$ cat src/rtl/axis_stim_sequencer.sv
// axis_stim_sequencer
//   Stimulus source for encap/decap datapath harnesses. After reset it holds
//   dut_reset high for RESET_CYCLES edges and then waits SETTLE_CYCLES edges.
//   It then emits deterministic AXI-Stream packets round-robin across NUM_CH
//   source ports, with NetFPGA-style tuser metadata. It counts the completed
//   packets and raises done once NUM_CH*NUM_PKTS packets have been sent
//   (NUM_PKTS = 0 runs forever).
//
// Ports
//   fpga_sysclk    in   clock, rising edge
//   reset          in   synchronous, active-high; restarts the whole sequence
//   enable         in   permits starting new packets
//   dut_reset      out  active-high reset for the DUT
//   m_axis_*       out  AXI-Stream master (tready is an input)
//   pkt_count      out  packets fully handshaken since reset (wraps)
//   done           out  all packets sent; held until reset
//
// state    | meaning
// ---------+-----------------------------------------------
// RST_HOLD | dut_reset asserted, counting RESET_CYCLES
// SETTLE   | dut_reset released, counting SETTLE_CYCLES
// IDLE     | waiting for enable to start a packet
// SEND     | presenting beats of the current packet
// GAP      | inter-packet gap after tlast, IPG_CYCLES idle cycles
// DONE     | all packets sent, outputs quiet until reset
module axis_stim_sequencer #(
  parameter int C_DATA_WIDTH  = 256,
  parameter int NUM_CH        = 4,
  parameter int PKT_BYTES     = 64,
  parameter int NUM_PKTS      = 16,
  parameter int RESET_CYCLES  = 200,
  parameter int SETTLE_CYCLES = 16,
  parameter int IPG_CYCLES    = 0
) (
  input  logic                      fpga_sysclk,
  input  logic                      reset,
  input  logic                      enable,
  output logic                      dut_reset,
  output logic [C_DATA_WIDTH-1:0]   m_axis_tdata,
  output logic [C_DATA_WIDTH/8-1:0] m_axis_tkeep,
  output logic [127:0]              m_axis_tuser,
  output logic                      m_axis_tvalid,
  input  logic                      m_axis_tready,
  output logic                      m_axis_tlast,
  output logic [31:0]               pkt_count,
  output logic                      done
);

  localparam int          BPB       = C_DATA_WIDTH / 8;
  localparam int          BEATS     = (PKT_BYTES + BPB - 1) / BPB;
  localparam logic [15:0] LAST_BEAT = 16'(BEATS - 1);
  localparam logic [1:0]  CH_LAST   = 2'(NUM_CH - 1);
  localparam logic [31:0] TOTAL     = 32'(NUM_CH * NUM_PKTS);

  typedef enum logic [2:0] {RST_HOLD, SETTLE, IDLE, SEND, GAP, DONE} state_t;

  state_t                    state_q, state_d;
  logic [31:0]               cnt_q, cnt_d;
  logic [15:0]               beat_q, beat_d;
  logic [7:0]                seq_q, seq_d;
  logic [1:0]                ch_q, ch_d;
  logic [31:0]               pkt_count_q, pkt_count_d;
  logic                      done_q, done_d;
  logic                      dut_reset_q, dut_reset_d;
  logic                      tvalid_q, tvalid_d;
  logic                      tlast_q, tlast_d;
  logic [C_DATA_WIDTH-1:0]   tdata_q, tdata_d;
  logic [BPB-1:0]            tkeep_q, tkeep_d;
  logic [127:0]              tuser_q, tuser_d;

  logic                      load;
  logic [15:0]               load_beat;
  logic [7:0]                load_seq;
  logic [1:0]                load_ch;

  // Byte k of the packet is seq + k; bytes past the end of the packet are 0.
  function automatic logic [C_DATA_WIDTH-1:0] beat_data(input logic [7:0] s,
                                                        input logic [15:0] b);
    logic [C_DATA_WIDTH-1:0] d;
    int base;
    d    = '0;
    base = int'(b) * BPB;
    for (int i = 0; i < BPB; i++)
      if (base + i < PKT_BYTES) d[i*8 +: 8] = s + 8'(base + i);
    return d;
  endfunction

  function automatic logic [BPB-1:0] beat_keep(input logic [15:0] b);
    logic [BPB-1:0] k;
    int base;
    k    = '0;
    base = int'(b) * BPB;
    for (int i = 0; i < BPB; i++) k[i] = (base + i < PKT_BYTES);
    return k;
  endfunction

  function automatic logic [127:0] beat_user(input logic [1:0] c);
    logic [127:0] u;
    u          = '0;
    u[15:0]    = 16'(PKT_BYTES);
    u[23:16]   = 8'd1 << {c, 1'b0};
    return u;
  endfunction

  always_comb begin
    state_d     = state_q;
    cnt_d       = cnt_q;
    beat_d      = beat_q;
    seq_d       = seq_q;
    ch_d        = ch_q;
    pkt_count_d = pkt_count_q;
    done_d      = done_q;
    dut_reset_d = dut_reset_q;
    tvalid_d    = tvalid_q;
    tlast_d     = tlast_q;
    tdata_d     = tdata_q;
    tkeep_d     = tkeep_q;
    tuser_d     = tuser_q;
    load        = 1'b0;
    load_beat   = '0;
    load_seq    = seq_q;
    load_ch     = ch_q;

    case (state_q)
      RST_HOLD: begin
        if (cnt_q == '0) begin
          dut_reset_d = 1'b0;
          if (SETTLE_CYCLES == 0) begin
            state_d = IDLE;
          end else begin
            state_d = SETTLE;
            cnt_d   = 32'(SETTLE_CYCLES - 1);
          end
        end else begin
          cnt_d = cnt_q - 32'd1;
        end
      end
      SETTLE: begin
        if (cnt_q == '0) state_d = IDLE;
        else             cnt_d   = cnt_q - 32'd1;
      end
      IDLE: begin
        if (enable) load = 1'b1;
      end
      SEND: begin
        if (tvalid_q && m_axis_tready) begin
          if (!tlast_q) begin
            load      = 1'b1;
            load_beat = beat_q + 16'd1;
          end else begin
            pkt_count_d = pkt_count_q + 32'd1;
            seq_d       = seq_q + 8'd1;
            ch_d        = (ch_q == CH_LAST) ? 2'd0 : ch_q + 2'd1;
            tvalid_d    = 1'b0;
            tlast_d     = 1'b0;
            if (NUM_PKTS != 0 && pkt_count_d == TOTAL) begin
              state_d = DONE;
              done_d  = 1'b1;
            end else if (IPG_CYCLES > 0) begin
              state_d = GAP;
              cnt_d   = 32'(IPG_CYCLES - 1);
            end else if (enable) begin
              // back-to-back: next packet uses the already-advanced seq/ch
              load     = 1'b1;
              load_seq = seq_d;
              load_ch  = ch_d;
            end else begin
              state_d = IDLE;
            end
          end
        end
      end
      GAP: begin
        // the final gap cycle may launch the next packet directly, so the
        // idle time on the bus is exactly IPG_CYCLES
        if (cnt_q == '0) begin
          if (enable) load    = 1'b1;
          else        state_d = IDLE;
        end else begin
          cnt_d = cnt_q - 32'd1;
        end
      end
      DONE: ;
      default: state_d = RST_HOLD;
    endcase

    if (load) begin
      state_d  = SEND;
      beat_d   = load_beat;
      tvalid_d = 1'b1;
      tlast_d  = (load_beat == LAST_BEAT);
      tdata_d  = beat_data(load_seq, load_beat);
      tkeep_d  = beat_keep(load_beat);
      tuser_d  = beat_user(load_ch);
    end
  end

  always_ff @(posedge fpga_sysclk) begin
    if (reset) begin
      state_q     <= RST_HOLD;
      cnt_q       <= 32'(RESET_CYCLES - 1);
      beat_q      <= '0;
      seq_q       <= '0;
      ch_q        <= '0;
      pkt_count_q <= '0;
      done_q      <= 1'b0;
      dut_reset_q <= 1'b1;
      tvalid_q    <= 1'b0;
      tlast_q     <= 1'b0;
      tdata_q     <= '0;
      tkeep_q     <= '0;
      tuser_q     <= '0;
    end else begin
      state_q     <= state_d;
      cnt_q       <= cnt_d;
      beat_q      <= beat_d;
      seq_q       <= seq_d;
      ch_q        <= ch_d;
      pkt_count_q <= pkt_count_d;
      done_q      <= done_d;
      dut_reset_q <= dut_reset_d;
      tvalid_q    <= tvalid_d;
      tlast_q     <= tlast_d;
      tdata_q     <= tdata_d;
      tkeep_q     <= tkeep_d;
      tuser_q     <= tuser_d;
    end
  end

  assign dut_reset     = dut_reset_q;
  assign m_axis_tdata  = tdata_q;
  assign m_axis_tkeep  = tkeep_q;
  assign m_axis_tuser  = tuser_q;
  assign m_axis_tvalid = tvalid_q;
  assign m_axis_tlast  = tlast_q;
  assign pkt_count     = pkt_count_q;
  assign done          = done_q;

endmodule

$ cat config.mk
export PLATFORM = sky130hd
export DESIGN_NAME = axis_stim_sequencer
export DESIGN_NICKNAME = d
export VERILOG_FILES = /design/src/rtl/axis_stim_sequencer.sv
export SDC_FILE = /design/constraint.sdc
export NUM_CORES = 1
export LEC_CHECK = 0
export ABC_CLOCK_PERIOD_IN_PS = 4800
export BUFFER_PORTS_ARGS = -buffer_cell sky130_fd_sc_hd__buf_2
export CORE_MARGIN = 1.5
export CORE_UTILIZATION = 44
export DETAILED_ROUTE_END_ITERATION = 8
export GPL_TIMING_DRIVEN = 0
export PLACE_DENSITY = 0.71
export SYNTH_ARGS = -nofsm -noshare
export SYNTH_HDL_FRONTEND = slang
export SYNTH_SLANG_ARGS = --single-unit
$ cat constraint.sdc
create_clock -name fpga_sysclk -period 4.8 [get_ports fpga_sysclk]
set_clock_uncertainty 0.05 [all_clocks]
set_input_delay 1.2 -clock fpga_sysclk [delete_from_list [all_inputs] [get_ports fpga_sysclk]]
set_output_delay 1.2 -clock fpga_sysclk [all_outputs]
set_load 0.05 [all_outputs]
==> results of run 1 <==
registers in the layout, indices dropped and copies added, names as in the netlist:
register,count
pkt_count,32
m_axis_tkeep,2
dut_reset,1
m_axis_tuser,5
m_axis_tvalid,1
ch_q,2
done,1
seq_q,8
cnt_q,32
state_q,3
beat_q,16
m_axis_tdata,162
m_axis_tlast,1
through the flow:
stage	util	setup slack [ps]	hold slack (ps)
CTS	0.5644	6.259	398.7
global placement	0.5265	-1230	380.2
global route	0.5685	-13.78	416.6
floorplan	-	10.87	400.2
finish	0.5685	109.1	391.5
detailed placement	0.5265	-1205	387.7
synth_stat cells, drive strengths merged (10+ instances only):
cell and count:
nor2 112, nand2 215, mux2i 21, buf 295, xor2 71, nor4 20
a22o 38, xnor2 98, a21oi 76, or3 30, a21o 13, and2 14
a31oi 27, clkbuf 78, o31ai 10, nor3 45, inv 22, ha 27
dfxtp 266, and3 22, nand3 48, o21ai 134, nand4 20
logic make-up after synthesis:
logic type	after synthesis
fa+ha+maj	30
mux	24
xor+xnor	169
compound gates	351
buf+inv	395
flops	266
other cells	1
simple gates	578
worst min-delay path, delay by kind of cell, from the launching register on:
| kind | cells | cell delay, ps |
|---|---|---|
| buffers and inverters | 1 | 40 |
| flip-flops | 1 | 300 |
| AO/OA/AOI/OAI | 1 | 50 |
worst max path at each step:
stage / start / end / cells after the start
finish: pkt_count[0] / m_axis_tdata[117] / 22
global route: pkt_count[0] / m_axis_tdata[191] / 23
CTS: pkt_count[13] / m_axis_tdata[255] / 17
detailed placement: pkt_count[0] / m_axis_tdata[191] / 21
global placement: pkt_count[0] / m_axis_tdata[191] / 21
floorplan: pkt_count[2] / m_axis_tdata[191] / 20
power groups by stage:
stage | clock network [W] | logic, W | registers [W]
detailed placement | 0 | 0.000355 | 0.00226
CTS | 0.00231 | 0.000357 | 0.00221
global route | 0.00240 | 0.000377 | 0.00221
global placement | 0 | 0.000355 | 0.00226
floorplan | 0 | 0.000327 | 0.00226
finish | 0.00228 | 0.000363 | 0.00221
cell usage in the layout, fill, tap and decap left out, types with 11 or more instances in the layout:
master,count
a31oi_1,27
a22o_1,38
a21oi_1,72
and2_1,14
xnor2_1,95
conb_1,123
a21o_1,13
o21ai_0,122
dfxtp_1,256
o21ai_1,11
nand3_1,48
xor2_1,70
nor4_1,13
clkbuf_1,67
nand4_1,19
mux2i_1,20
clkinv_2,13
and3_1,20
clkbuf_16,31
or3_1,27
ha_1,17
nand2_1,213
buf_2,361
nor2_1,107
inv_1,16
nor3_1,41
buf_4,267
per-layer routing:
layer	wire, µm	part of all wire	up-vias	global-route usage
met5	45	0.00095	-	0
met4	1497	0.032	4	0.09429
met3	3973	0.084	94	0.04897
met2	22200	0.47	584	0.4239
met1	19400	0.41	6505	0.3246
li1	-	-	6815	-
layout make-up:
class	count	area, µm²
plain buffers	362	2410
flip-flops and latches	266	5343
repair buffers	347	1789
well taps	448	560.5
multi-input cells	1275	7844
clock buffers	38	822.0
inverters	22	90.09
clock inverters	19	158.9
fillers	3158	14430
what timing repair did:
item | 4_1_cts | 5_1_grt
buffers inserted | 12 | 4
pin swaps | 8 | 8
resized for setup | 48 | 38
endpoints found under the setup margin | 136 | 143
==> metrics.csv, run 1 <==
stage;metric;value;unit
run_status;outcome;finished clean;
critical_path;reg2reg_depth;22;
critical_path;ff2ff_setup_slack;110;ps
detailed_routing;wirelength;47120;µm
floorplan;dieWidth;187.2;µm
logic_synthesis;synthAdderAreaFrac;0.02599;
floorplan;fp.dieArea;35030;µm²
cells_and_area;antenna-diode-count;0;
floorplan;die_height;187.2;µm
cells_and_area;area_growth;27.43;%
cts;numClockSinks;266;
critical_path;cp_max_fo;13;
placement;dp.cells;2715;
placement;place_congestion;0.9356;
cts;clock_latency;580;ps
critical_path;critPathCaptureType;register;
critical_path;cp_cell_sequence;ha_2 > nand3_1 > buf_6 > or4_4 > o21a_1 > o211ai_1 > nor4_2 > buf_4 > a31o_4 > nor2_2 > xor2_2 > buf_4 > buf_12 > clkinvlp_4 > buf_4 > ha_4 > inv_1 > a21oi_1 > xor2_1 > nor3_1 > a21oi_1 > nor2_1;
grt;grt_max_degree;33;
grt;track_usage;0.2539;
logic_synthesis;yosys.area.top_type;dfxtp_1;
logic_synthesis;ys_types;76;
timing;finalHoldViolations;0;
logic_synthesis;synth_cells;1814;
grt;antenna_found_initial;2;
logic_synthesis;synthTopCellsByArea;dfxtp_1, buf_4, xnor2_1;
detailed_routing;drtIter0Drc;926;
cts;cts-buffers-inserted;31;
detailed_routing;dr_total_vias;14000;
timing;fin_crit;4691;ps
cts;htreeDepth;1;
grt;grt-ovfl-total;0;
placement;dp_hpwl;35390;µm
power_and_ir_drop;p_comb_frac;0.075;
critical_path;cp.arrival;5140;ps
logic_synthesis;synth_edf_count;0;
timing;fin_setup_tns;0;ps
cts;cts_tree;done;
grt;grt_pass1_wl;71710;µm
cells_and_area;design_area;19020;µm²
floorplan;core_area;33450;µm²
critical_path;rr_startpoint;pkt_count[0];
timing;finalSetupViolCount;0;
timing;finalCritPeriodShare;0.9773;
critical_path;worstPathRequired;5250;ps
critical_path;cp.buffers_inverters;7;
logic_synthesis;avgSynthCellArea;8.227;µm²
cells_and_area;fin_nets;2338;
cts;postCtsHoldBufs;0;
logic_synthesis;yosys.area.top_type_share;0.3568;
floorplan;rows;67;
critical_path;max_stage_delay;480;ps
floorplan;initial_utilization;0.4462;
grt;grt_pass1_vias;12680;
critical_path;crit_slowest_cell;or4_4;
critical_path;crit_top_cell;buf_4;
power_and_ir_drop;p_switching;0.001242;W
power_and_ir_drop;power;0.004853;W
detailed_routing;firstDrtPassIters;5;
critical_path;crit_family;simple AND/OR/NAND/NOR gates;
floorplan;num_io_pins;456;
placement;placed_area;17610;µm²
power_and_ir_drop;p_leak;9.082;nW
logic_synthesis;synth_top_flop_cell;dfxtp_1;
detailed_routing;viasPerCell;5.042;
min_path;whs_path_depth;2;
min_path;hp-start;m_axis_tuser[6];
logic_synthesis;synthArstFlopShare;0;
cts;path_clk_slew;60;ps
critical_path;r2r_end;m_axis_tdata[117];
logic_synthesis;synth-warning-count;0;
critical_path;crit_path_start_kind;register;
timing;tightest_slew;1161;ps
logic_synthesis;synth_area;14920;µm²
timing;clock.fmax;213.2;MHz
logic_synthesis;synthMuxAreaShare;0.01635;
min_path;min_to;m_axis_tuser[6];
detailed_routing;postRouteAntennaNets;0;
timing;drv_slew;0;
timing;relSlewSlack;0.2207;
logic_synthesis;synth-compound-area-share;0.1454;
cts;cts_root_buf;clkbuf_16;
critical_path;crit_type;register to register;
flow_run;cap_viol_max_count;0;
logic_synthesis;synth_xor_area_frac;0.09969;
logic_synthesis;yosysSeqAreaShare;0.3568;
power_and_ir_drop;p_int;0.003611;W
power_and_ir_drop;powerDensity;255.2;nW/µm²
cells_and_area;layoutNonFillerInstCount;2777;
cells_and_area;drive_gt1_frac;0.3340;
logic_synthesis;synth-simple-area-share;0.1895;
cts;clock_tree.buffer_depth;3;
detailed_routing;drc;0;
min_path;hold_class;register to register;
logic_synthesis;synth_top_family_by_area;simple AND/OR/NAND/NOR gates;
detailed_routing;wl_per_cell;16.97;µm
power_and_ir_drop;swShare;0.2560;
power_and_ir_drop;max-vdd-ir-drop;0.0002507;V
placement;io_buffers;331;
logic_synthesis;ys_seq_elements;266;
power_and_ir_drop;p_clk_frac;0.470;
power_and_ir_drop;seq_power_share;0.455;
No activity file was read; power rests on OpenSTA's default activity.
==> inputs of run 2 (changes only) <==
Settings changed: ABC_AREA from default to 1, PLACE_DENSITY 0.71 to 0.7.
==> run 2 against run 1 <==
Critical endpoint is now m_axis_tdata[221]. Die area increased by 3.0%. Register-to-register slack better by 170 ps. Count of clock-buffer cells in the layout shrank 4. Utilization is 1.2 points lower. Largest cell class unchanged. Critical path depth rose by 4. Routed wire length is 7.7% higher.
==> metrics.csv, run 2 <==
stage;metric;value;unit;change
cells_and_area;area_growth;24.78;%;
critical_path;cp_max_fo;15;;+2
critical_path;crit_path_start_kind;register;;
cells_and_area;antenna-diode-count;0;;unchanged
flow_run;cap_viol_max_count;0;;unchanged
placement;dp.cells;3144;;+16%
cts;cts_tree;done;;
placement;place_congestion;0.9422;;+0.71%
placement;io_buffers;331;;unchanged
logic_synthesis;synth-warning-count;0;;unchanged
cells_and_area;final_cell_mix;nand2_1, buf_2, dfxtp_1;;
critical_path;crit_type;register to register;;
logic_synthesis;synth_top_flop_cell;dfxtp_1;;
timing;fin_crit;4524;ps;-166.9 ps
power_and_ir_drop;max-vdd-ir-drop;0.0002702;V;+7.8%
cells_and_area;layoutNonFillerInstCount;3197;;+15%
floorplan;core_area;34460;µm²;+3.0%
cells_and_area;fillCellCount;3369;;+6.7%
power_and_ir_drop;power;0.005135;W;+5.8%
logic_synthesis;yosys.area.top_type;dfxtp_1;;
timing;finalCritPeriodShare;0.9425;;-0.03477
logic_synthesis;ys_seq_elements;266;;unchanged
cts;cts_root_buf;clkbuf_16;;
cts;clock_latency;560;ps;-20 ps
cells_and_area;mostFrequentLayoutCell;nand2_1;;
cts;postCtsHoldBufs;0;;unchanged
logic_synthesis;synthArstFlopShare;0;;unchanged
timing;finalHoldViolations;0;;unchanged
logic_synthesis;synth.most_common_cell;nand2_1;;
detailed_routing;drc;0;;unchanged
cts;postCtsSetupBuffers;0;;-12
floorplan;rows;68;;+1.5%
grt;grt_pass1_vias;14200;;+12%
floorplan;initial_utilization;0.4461;;about the same
timing;tightest_slew;951.2;ps;-209.3 ps
cts;numClockSinks;266;;unchanged
floorplan;die_height;189.9;µm;+1.5%
grt;grt-ovfl-total;0;;unchanged
detailed_routing;firstDrtPassIters;6;;+1
placement;place_ws;-216.3;ps;+988.9 ps
detailed_routing;drtIter0Drc;1200;;+30%
min_path;hold_class;register to register;;
detailed_routing;dr_total_vias;15570;;+11%
floorplan;fp.dieArea;36070;µm²;+3.0%
detailed_routing;wl_per_cell;15.87;µm;-6.5%
logic_synthesis;yosys.area.top_type_share;0.3464;;-0.01043
timing;finalSetupViolCount;0;;unchanged
floorplan;num_io_pins;456;;unchanged
critical_path;worstPathRequired;5200;ps;-50 ps
cells_and_area;fin_nets;2751;;+18%
timing;hold_ws;398.6;ps;+7.074 ps
detailed_routing;postRouteAntennaNets;0;;unchanged
power_and_ir_drop;powerDensity;267.7;nW/µm²;+4.9%
critical_path;crit_start;pkt_count[1];;
cells_and_area;fin_util;0.5566;;-0.01190
min_path;hp-start;dut_reset;;
logic_synthesis;synthTopCellsByArea;dfxtp_1, nand2_1, buf_4;;
logic_synthesis;synth_edf_count;0;;unchanged
grt;antenna_found_initial;0;;-2
timing;rsz0062_at_grt;false;;
critical_path;cp.arrival;4930;ps;-210 ps
grt;grt_max_degree;33;;unchanged
logic_synthesis;yosys-top-cells-count;nand2_1, dfxtp_1, buf_4, inv_1, nor2_1;;
placement;dp_hpwl;39250;µm;+11%
timing;post-route-worst-setup-slack;276.0;ps;+166.9 ps
critical_path;critPathCaptureType;register;;
timing;relSlewSlack;0.3650;;+0.1442
logic_synthesis;synth_cells;2236;;+23%
grt;grt_pass1_wl;77400;µm;+7.9%
critical_path;rr_startpoint;pkt_count[1];;
timing;drv_slew;0;;unchanged
logic_synthesis;ys_types;47;;-38%
detailed_routing;wirelength;50750;µm;+7.7%
logic_synthesis;synth_area;15370;µm²;+3.0%
floorplan;dieWidth;189.9;µm;+1.5%
cts;htreeDepth;1;;unchanged
cells_and_area;largest_reg_flops;162;;unchanged
logic_synthesis;yosysSeqAreaShare;0.3464;;-0.01043
timing;clock.fmax;221.0;MHz;+3.7%
logic_synthesis;avgSynthCellArea;6.875;µm²;-16%
detailed_routing;viasPerCell;4.871;;-3.4%
grt;track_usage;0.2704;;+0.01651
cts;cts-buffers-inserted;30;;-3.2%
cts;path_clk_slew;60;ps;about the same
cts;clock_tree.buffer_depth;3;;unchanged
cells_and_area;drive_gt1_frac;0.2721;;-0.06198
run_status;outcome;finished clean;;
power_and_ir_drop;p_leak;10.23;nW;+13%
-- run 2: timing repair --
action / in CTS / in global routing
pin swaps: 0 / 0
endpoints found under the setup margin: 3 / 51
resized for setup: 1 / 17
-- run 2: cell families after synthesis --
kind of cell | after synthesis | synth area share
AND/OR/NAND/NOR | 969 | 0.2639
buffers and inverters | 531 | 0.1977
AO/OA/AOI/OAI | 387 | 0.1370
flip-flops | 266 | 0.3464
XOR/XNOR | 53 | 0.03020
adder cells (fa/ha/maj) | 29 | 0.02458
other | 1 | 0.0002439
-- run 2: critical path, cell delays in order (launching register included) --
cell and delay (ps):
dfxtp_1 420, ha_1 260, inv_1 120, nor2_4 200, nand2_2 130, nor2_4 190, nand2_1 70, nand2_1 60
nand2_1 60, nor2_1 90, nand2_1 80, nor2_2 190, nand3_4 220, nand2_4 160, inv_2 60, nand2_1 70
nand2_2 140, buf_2 310, inv_2 230, ha_2 370, inv_1 190, nand2_4 210, inv_1 120, o21ai_0 170
nand2_1 70, nand3_1 90, nand2_1 50
-- run 2: power breakdown --
group	internal [W]	switching (W)
clock network	0.00149	0.000989
registers	0.00221	0.00000167
logic	0.000104	0.000342
-- run 2: cell type report --
class	instances	area (µm²)	share of cell area
clock buffers	34	807.0	0.04207
clock inverters	22	279.0	0.01455
inverters	208	789.5	0.04116
multi-input cells	1561	7503	0.3912
repair buffers	331	1657	0.08637
well taps	455	569.3	0.02968
flip-flops and latches	266	5325	0.2776
plain buffers	320	2251	0.1174
-- run 2: path summary, 6_finish.rpt --
check | end | slack (ps) | cells after the start
min reg2reg | dut_reset | 400 | 2
max | m_axis_tdata[221] | 280 | 26
max reg2reg | m_axis_tdata[221] | 280 | 26
min | dut_reset | 400 | 2
-- run 2: layer usage --
| metal | vias up | wire, µm | GRT usage |
|---|---|---|---|
| met4 | 0 | 1775 | 0.09524 |
| met1 | 7095 | 21120 | 0.3459 |
| met5 | - | 0 | 0 |
| li1 | 7762 | - | - |
| met2 | 619 | 23840 | 0.4583 |
| met3 | 98 | 4011 | 0.04483 |
-- run 2: through the flow --
step / TNS [ps] / area, µm²
6_report: 0 / 19180
2_1_floorplan: 0 / 15830
3_5_place_dp: -2107 / 18060
4_1_cts: 0 / 19140
3_3_place_gp: -759.1 / 18060
5_1_grt: 0 / 19180
==> inputs of run 3 (changes only) <==
Settings changed: PLACE_DENSITY 0.7 to default, PLACE_DENSITY_LB_ADDON from default to 0.25.
==> run 3 against run 2 <==
First-iteration DRC count increased by 7.1%. Count of clock-buffer cells in the layout rose by 7. Hold slack got worse by 3.6 ps. Sequential cell count unchanged. Register-to-register slack better by 40 ps. Power down 1.4%. Final cell count is essentially flat. Utilization shrank 0.083 points. Non-clock buffer count stayed put. Critical path type unchanged. Largest cell class unchanged.
==> metrics.csv, run 3 (synthesized netlist as in run 2, its figures left out) <==
stage;metric;value;unit;change
floorplan;core_area;34460;µm²;unchanged
placement;place_congestion;0.9401;;-0.22%
cells_and_area;antenna-diode-count;0;;unchanged
critical_path;cp_cell_sequence;ha_1 > inv_1 > nor2_4 > nand2_1 > nor2_2 > nand2_1 > nand2_1 > nand2_1 > nor2_1 > nand2_1 > nor2_2 > nand3_4 > nand3_2 > nand2_1 > o21ai_2 > buf_4 > inv_1 > ha_1 > inv_1 > a21oi_1 > o21ai_0 > xor2_1 > o21ai_0;;
placement;io_buffers;331;;unchanged
timing;finalCritPeriodShare;0.9349;;-0.007566
cells_and_area;fillCellCount;3418;;+1.5%
grt;grt-ovfl-total;0;;unchanged
cts;htreeDepth;1;;unchanged
timing;clock.fmax;222.8;MHz;+0.81%
cts;clock_tree.buffer_depth;3;;unchanged
timing;tightest_slew;1173;ps;+221.9 ps
critical_path;max_stage_delay;400;ps;-20 ps
timing;drv_slew;0;;unchanged
power_and_ir_drop;power;0.005060;W;-1.4%
floorplan;fp.dieArea;36070;µm²;unchanged
timing;fin_crit;4488;ps;-36.32 ps
timing;rsz0062_at_grt;false;;
run_status;outcome;finished clean;;
detailed_routing;wl_per_cell;15.85;µm;-0.14%
floorplan;rows;68;;unchanged
cts;cts-buffers-inserted;29;;-3.3%
critical_path;worstPathRequired;5170;ps;-30 ps
grt;antenna_found_initial;1;;+1
cts;cts_root_buf;clkbuf_16;;
flow_run;cap_viol_max_count;0;;unchanged
cells_and_area;largest_reg_flops;162;;unchanged
power_and_ir_drop;max-vdd-ir-drop;0.0002510;V;-7.1%
critical_path;crit_path_start_kind;register;;
grt;track_usage;0.2707;;+0.0002765
detailed_routing;firstDrtPassIters;7;;+1
power_and_ir_drop;p_leak;10.22;nW;-0.15%
detailed_routing;wirelength;50630;µm;-0.23%
critical_path;crit_top_cell;nand2_1;;
floorplan;dieWidth;189.9;µm;unchanged
cells_and_area;drive_gt1_frac;0.2705;;-0.001527
cells_and_area;fin_nets;2750;;-0.036%
grt;grt_pass1_wl;77360;µm;about the same
timing;fin_setup_tns;0;ps;unchanged
critical_path;critPathCaptureType;register;;
placement;dp_hpwl;38920;µm;-0.82%
cells_and_area;final_cell_mix;nand2_1, buf_2, dfxtp_1;;
detailed_routing;viasPerCell;4.890;;+0.39%
cts;cts_tree;done;;
cells_and_area;fin_util;0.5558;;-0.0008350
cts;numClockSinks;266;;unchanged
timing;finalHoldViolations;0;;unchanged
floorplan;die_height;189.9;µm;unchanged
grt;grt_max_degree;33;;unchanged
critical_path;crit_type;register to register;;
timing;relSlewSlack;0.2168;;-0.1481
detailed_routing;dr_total_vias;15620;;+0.30%
power_and_ir_drop;powerDensity;264.2;nW/µm²;-1.3%
cells_and_area;mostFrequentLayoutCell;nand2_1;;
min_path;hold_class;register to register;;
critical_path;cp.arrival;4860;ps;-70 ps
grt;grt_pass1_vias;14380;;+1.3%
floorplan;initial_utilization;0.4461;;unchanged
cts;path_clk_slew;60;ps;about the same
cells_and_area;area_growth;24.59;%;
cts;clock_latency;560;ps;about the same
detailed_routing;drtIter0Drc;1285;;+7.1%
timing;finalSetupViolCount;0;;unchanged
detailed_routing;drc;0;;unchanged
floorplan;num_io_pins;456;;unchanged
critical_path;crit_slowest_cell;dfxtp_1;;
detailed_routing;postRouteAntennaNets;0;;unchanged
critical_path;cp_max_fo;12;;-3
cts;postCtsHoldBufs;0;;unchanged
run 3: cell count changes in the layout (fill, tap and decap cells not counted), moves of 2 or more:
| cell | change |
|---|---|
| ha_4 | +2 |
| clkinvlp_4 | -4 |
| nor2_2 | +3 |
| nor2_1 | -2 |
| clkbuf_16 | -2 |
| clkbuf_1 | +5 |
| clkbuf_8 | +4 |
| clkinv_4 | -6 |
run 3: worst max-delay path: cells and delay by family, from the launching register on:
| kind | cells | cell delay, ps |
|---|---|---|
| compound gates | 4 | 640 |
| fa+ha+maj | 2 | 600 |
| flops | 1 | 400 |
| simple gates | 12 | 1600 |
| buf+inv | 4 | 870 |
| xor+xnor | 1 | 170 |
run 3: path summary, 6_finish.rpt:
path / start / end / slack, ps / cells after the start
setup / recovery: pkt_count[1] / m_axis_tdata[119] / 310 / 23
hold / removal: dut_reset / dut_reset / 390 / 2
setup reg to reg: pkt_count[1] / m_axis_tdata[119] / 310 / 23
hold reg to reg: dut_reset / dut_reset / 390 / 2
run 3: area by class of cell:
class | count | area [µm²] | area share
repair buffers | 331 | 1657 | 0.08650
clock buffers | 41 | 830.8 | 0.04338
plain buffers | 320 | 2253 | 0.1177
flip-flops and latches | 266 | 5325 | 0.2780
clock inverters | 12 | 193.9 | 0.01013
well taps | 455 | 569.3 | 0.02972
inverters | 208 | 789.5 | 0.04122
multi-input cells | 1561 | 7533 | 0.3934
run 3: power breakdown:
| part | switching [W] | internal, W | leakage, nW | total [W] |
|---|---|---|---|---|
| registers | 0.00000173 | 0.00221 | 2.14 | 0.00221 |
| clock network | 0.000932 | 0.00147 | 0.499 | 0.00240 |
| logic | 0.000344 | 0.000104 | 7.58 | 0.000448 |
run 3: stage by stage:
step / worst slack, ps / hold slack [ps] / instance area [µm²] / std cells
floorplan: 735.7 / 373.3 / 15830 / 2358
global placement: -252.3 / 379.6 / 18060 / 3144
detailed placement: -257.8 / 386.8 / 18060 / 3144
CTS: 2.425 / 399.9 / 19080 / 3196
global route: 6.488 / 413.4 / 19150 / 3194
finish: 312.3 / 395.0 / 19150 / 3194
run 3: what timing repair did:
action,CTS,global route
setup buffers,0,0
setup endpoints to repair,4,47
resized for setup,1,24
pin swaps,0,0
run 3: routing by layer:
| metal | wire length (µm) | vias to the layer above | global-route usage |
|---|---|---|---|
| li1 | - | 7766 | - |
| met1 | 21160 | 7102 | 0.3376 |
| met2 | 23400 | 646 | 0.4592 |
| met3 | 4280 | 104 | 0.05423 |
| met4 | 1772 | 2 | 0.1023 |
| met5 | 19 | - | 0 |
